$ cat src/rtl/cluster_seed_count.sv
// cluster_seed_count
//   Per-pad cluster seed detector and size counter for the GEM S-bit cluster
//   packer. One instance sits on each S-bit pad i. It decides whether pad i
//   starts a cluster, either at the bottom of a run or as a split seed every
//   MXCNT+1 pads inside a long run. It also counts the consecutive set pads
//   above i, saturating at MXCNT.
//
// Optional feature macro: CLUSTER_SEED_HITCNT_EN
//   When it is defined, hit_cnt is a saturating count of clocks on which the
//   registered valid is 1. When it is undefined, hit_cnt is tied to 0.
//
// Parameters
//   MXCNT   max additional pads counted after the seed (cluster size 1..MXCNT+1)
//   CNTB    count width, 2**CNTB > MXCNT
//   MXSPLIT max split segments recognised below pad i in one run
//   PIPE    latency in clocks, 1 or 2
//   HITW    hit-counter width
//
// Ports
//   clock    system clock
//   reset    synchronous active-high reset, clears every register
//   en       window-valid qualifier
//   sbit_i   S-bit of pad i
//   win_lo   pads i-1 (bit0) down to i-LB (bit LB-1)
//   win_hi   pads i+1 (bit0) up to i+MXCNT+1 (bit MXCNT)
//   valid    pad i is a cluster seed
//   cnt      consecutive set pads after i (cluster size = cnt+1)
//   trunc    run continues past this cluster; the next segment re-seeds
//   hit_cnt  saturating seed count (feature only, else 0)
module cluster_seed_count #(
  parameter int MXCNT   = 7,
  parameter int CNTB    = 3,
  parameter int MXSPLIT = 1,
  parameter int PIPE    = 1,
  parameter int HITW    = 16,
  localparam int LB     = MXSPLIT * (MXCNT + 1) + 1
) (
  input  logic             clock,
  input  logic             reset,
  input  logic             en,
  input  logic             sbit_i,
  input  logic [LB-1:0]    win_lo,
  input  logic [MXCNT:0]   win_hi,
  output logic             valid,
  output logic [CNTB-1:0]  cnt,
  output logic             trunc,
  output logic [HITW-1:0]  hit_cnt
);

  // Pad i is a seed when the run of ones directly below it has a length that
  // is a multiple of MXCNT+1, and a terminating zero lies inside the window.
  // Each candidate position b = k*(MXCNT+1) matches when every bit below b is
  // 1 and bit b is 0. If win_lo is all ones, no position matches, so pad i is
  // interior to the run and is not a seed.
  function automatic logic seed_run(input logic [LB-1:0] lo);
    logic ok;
    logic pre;
    ok  = 1'b0;
    pre = 1'b1;
    for (int b = 0; b < LB; b++) begin
      if (b % (MXCNT + 1) == 0) ok = ok | (pre & ~lo[b]);
      pre = pre & lo[b];
    end
    return ok;
  endfunction

  // Leading-ones length found by first-zero priority detection rather than an
  // adder chain. If no zero is found, the result is MXCNT.
  function automatic logic [CNTB-1:0] lead_ones(input logic [MXCNT-1:0] hi);
    logic [CNTB-1:0] c;
    c = CNTB'(MXCNT);
    for (int j = MXCNT - 1; j >= 0; j--) begin
      if (!hi[j]) c = CNTB'(j);
    end
    return c;
  endfunction

  // Saturating increment: the value holds at its maximum and never wraps.
  function automatic logic [HITW-1:0] sat_inc(input logic [HITW-1:0] v);
    return (&v) ? v : v + HITW'(1);
  endfunction

  if (PIPE != 1 && PIPE != 2) begin : g_bad_pipe
    $error("cluster_seed_count: PIPE must be 1 or 2");
  end
  if ((2 ** CNTB) <= MXCNT || MXCNT < 1) begin : g_bad_cntb
    $error("cluster_seed_count: need MXCNT >= 1 and 2**CNTB > MXCNT");
  end

  logic            seed_c;
  logic            full_c;
  logic            vld_p1;
  logic [CNTB-1:0] cnt_p1;
  logic            trunc_p1;

  assign seed_c = en & sbit_i & seed_run(win_lo);
  // The count reaches MXCNT with bit MXCNT also set exactly when the whole
  // upper window is ones. That is the trunc pre-term.
  assign full_c = &win_hi;

  if (PIPE == 2) begin : g_pipe2
    logic             vld_p0;
    logic [MXCNT-1:0] hi_p0;
    logic             full_p0;

    // ---- stage 0: seed decision, upper window copy, trunc pre-term ----
    always_ff @(posedge clock) begin
      if (reset) begin
        vld_p0  <= 1'b0;
        hi_p0   <= '0;
        full_p0 <= 1'b0;
      end else begin
        vld_p0  <= seed_c;
        hi_p0   <= win_hi[MXCNT-1:0];
        full_p0 <= full_c;
      end
    end

    // ---- stage 1: count, valid, trunc ----
    always_ff @(posedge clock) begin
      if (reset) begin
        vld_p1   <= 1'b0;
        cnt_p1   <= '0;
        trunc_p1 <= 1'b0;
      end else begin
        vld_p1   <= vld_p0;
        cnt_p1   <= vld_p0 ? lead_ones(hi_p0) : '0;
        trunc_p1 <= vld_p0 & full_p0;
      end
    end
  end else begin : g_pipe1
    // ---- stage 1: seed and count straight into the output register ----
    always_ff @(posedge clock) begin
      if (reset) begin
        vld_p1   <= 1'b0;
        cnt_p1   <= '0;
        trunc_p1 <= 1'b0;
      end else begin
        vld_p1   <= seed_c;
        cnt_p1   <= seed_c ? lead_ones(win_hi[MXCNT-1:0]) : '0;
        trunc_p1 <= seed_c & full_c;
      end
    end
  end

  assign valid = vld_p1;
  assign cnt   = cnt_p1;
  assign trunc = trunc_p1;

`ifdef CLUSTER_SEED_HITCNT_EN
  logic [HITW-1:0] hit_q;

  always_ff @(posedge clock) begin
    if (reset) begin
      hit_q <= '0;
    end else if (vld_p1) begin
      hit_q <= sat_inc(hit_q);
    end
  end

  assign hit_cnt = hit_q;
`else
  assign hit_cnt = '0;
`endif

endmodule
$ cat config.mk
export PLATFORM = sky130hd
export DESIGN_NAME = cluster_seed_count
export DESIGN_NICKNAME = d
export VERILOG_FILES = /design/src/rtl/cluster_seed_count.sv
export SDC_FILE = /design/constraint.sdc
export NUM_CORES = 1
export LEC_CHECK = 0
export CORE_AREA = 3 3 42 44
export CTS_CLUSTER_DIAMETER = 150
export DETAILED_ROUTE_END_ITERATION = 8
export DIE_AREA = 0 0 45 47
export MAX_ROUTING_LAYER = met4
export PLACE_DENSITY = 0.73
export SKIP_CTS_REPAIR_TIMING = 1
export SYNTH_ARGS = -nofsm -noshare
export SYNTH_HDL_FRONTEND = slang
export SYNTH_SLANG_ARGS = --single-unit
$ cat constraint.sdc
create_clock -name clock -period 1.25 [get_ports clock]
set_clock_uncertainty 0.1 [all_clocks]
set_input_delay 0.375 -clock clock [delete_from_list [all_inputs] [get_ports clock]]
set_output_delay 0.375 -clock clock [all_outputs]
set_load 0.01 [all_outputs]
==> results.json <==
{
  "clk_root_buffer_cell": "clkbuf_4",
  "tritoncts.num_buffers": 3,
  "clock.fmax_ghz": 0.8534,
  "clk_pin_slew_worst_paths_ps": 50,
  "whs_endpoint": "cnt[0]",
  "ir_worst_vdd_mv": 0.2546,
  "power.density_nw_per_um2": 661.0,
  "logic_pwr_share_pct": 26.4,
  "grt_max_degree": 6,
  "track_usage_pct": 8.231,
  "final.setup.tns_ps": 0,
  "nNetsFinal": 95,
  "synth_mux_area_share_pct": 0,
  "p_total_mw": 0.4656,
  "dr.first_iter.drc_count": 4,
  "detail_route.wirelength_mm": 1.019,
  "clock_sink_count": 5,
  "timing.critical_path.fanout_max": 5,
  "dr.pass1.iters": 4,
  "hold_ws_ps": 372.1,
  "global_route.usage.met2_pct": 14.97,
  "cp.arrival_ps": 1210,
  "grt-ovfl-total": 0,
  "syn2layout_area_growth_pct": 102.5,
  "post_synth_inst_count": 40,
  "layout_commonest_cell": "dlymetal6s2s_1",
  "yosysWarnings": 0,
  "gr-usage-met1_pct": 7.937,
  "swShare_pct": 24.65,
  "routabilityCongestion": 0.8237,
  "outcome": "complete, no violations",
  "vias_per_cell": 4.191,
  "io_pins": 42,
  "drt_drc": 0,
  "diode_count": 0,
  "maxSlewViolCount": 0,
  "synthSimpleGateAreaFrac_pct": 27.34,
  "first_pass_grt_wire_length_mm": 1.193,
  "io_buffer_count": 25,
  "drt.antenna.violating_nets": 0,
  "met3_usage_pct": 3.831,
  "layout-drive-gt1-share_pct": 19.18,
  "synth-adder-area-share_pct": 0,
  "critical_path.startpoint": "win_lo[0]",
  "cp.required_ps": 1290,
  "grt_antenna_before_repair": 0,
  "synth.distinct_cells": 18,
  "synth-xor-area-share_pct": 0,
  "finalHoldViolations": 0,
  "cts.htree.levels": 1,
  "power.switching_mw": 0.1148,
  "cts_tree": "yes",
  "mostFrequentLayoutCells": "24 x dlymetal6s2s_1, 16 x conb_1, 5 x dfxtp_1",
  "setup_violations": 0,
  "core.rowCount": 14,
  "syn-mean-instance-area_um2": 8.696,
  "crit_start_category": "primary input",
  "chipHeight_um": 47,
  "final_min_period_over_clock_period_pct": 93.74,
  "post_drt_wl_per_cell_um": 11.45,
  "seqPwrFrac_pct": 34.8,
  "period_needed_ps": 1172,
  "synthesized_area_fraction_occupied_by_ao_oa_aoi_and_oai_cells_pct": 7.194,
  "p_leak_nw": 0.5391,
  "hp-class": "in2reg",
  "fp.coreArea_um2": 1471,
  "dieArea_um2": 2115,
  "ys_ff_latch": 5,
  "synth_area_leaders": "buf_4 35%, dfxtp_1 29%, nor4b_2 4.3%",
  "post-dp-hpwl_um": 813.8,
  "combinational_family_with_the_most_area_after_synthesis": "buffers and inverters",
  "maximum_buffer_depth_of_the_clock_tree": 2,
  "yosysSeqAreaShare_pct": 28.78,
  "post_synth_instance_area_um2": 347.8,
  "synth_top_cell_area_share_pct": 34.53,
  "worst_hold_path.num_cells": 2,
  "power.share.clock_pct": 38.8,
  "rsz0062_at_grt": "false",
  "internal-power_mw": 0.3508,
  "route.vias.total": 373,
  "worst-setup-path-type": "in2reg",
  "die_w_um": 45,
  "busiest_layer": "met2",
  "end_kind": "register",
  "starting_density_of_the_core_pct": 23.64,
  "synth.largest_area_cell": "buf_4",
  "cap_viol_max_count": 0,
  "via_count_of_the_first_global_routing_pass": 303,
  "hp-start": "win_hi[0]"
}
[state kept, by name, summed over array words and instances (netlist names)]
register	flops
cnt	3
trunc	1
valid	1
[worst max-delay path by stage]
stage / to
6_report: cnt[1]
5_1_grt: cnt[1]
4_1_cts: cnt[2]
3_5_place_dp: cnt[1]
3_3_place_gp: cnt[1]
2_1_floorplan: cnt[1]
[layer usage]
layer  wire, um  part of all wire (%)
met3        203                    20
met4          0                     0
met1        379                    37
met5          0                     0
met2        436                    43
[Yosys cell counts]
| cell | number |
|---|---|
| nor4b_2 | 1 |
| buf_4 | 16 |
| inv_1 | 1 |
| o221a_2 | 1 |
| nand4_1 | 1 |
| nor3_1 | 1 |
| o21a_2 | 1 |
| a21oi_1 | 1 |
| nand4b_1 | 1 |
| nor2b_1 | 1 |
| nand4_2 | 1 |
| or3_1 | 1 |
| nand3b_1 | 1 |
| nand2_1 | 3 |
| dfxtp_1 | 5 |
| nor4_1 | 2 |
| nor2_1 | 1 |
| conb_1 | 1 |
[kinds of logic after synthesis]
kind of cell    Yosys count
buf+inv                  17
flops                     5
compound gates            3
other cells               1
simple gates             14
[area by class of cell]
cell class                 count  area (um2)
multi-input combinational     33       202.7
fill                         134       767.0
tap                           16       20.02
timing repair buffer          30       351.6
sequential                     5       100.1
inverter                       1       3.754
clock buffer                   4       26.28
[stage by stage]
step	utilization [%]	setup WS, ps	instance area [um2]	cells
after CTS	40.48	-300.6	595.6	86
after global routing	47.87	43.90	704.4	89
after floorplan	-	66.00	404.1	55
after global placement	38.69	-437.8	569.3	82
final	47.87	78.24	704.4	89
after detailed placement	38.69	-425.2	569.3	82
[power by group through the flow]
stage                     logic (mW)  clock network [mW]  registers (mW)
final                          0.123               0.181           0.162
after global placement         0.118                   0           0.165
after CTS                      0.120               0.187           0.162
after global routing           0.133               0.195           0.162
after floorplan               0.0767                   0           0.166
after detailed placement       0.119                   0           0.165
[critical path, stage by stage]
cell and delay, ps:
clkdlybuf4s50_1 420, o21a_4 150, nor4_1 260
Note: power is estimated with default switching activity, not from simulation.
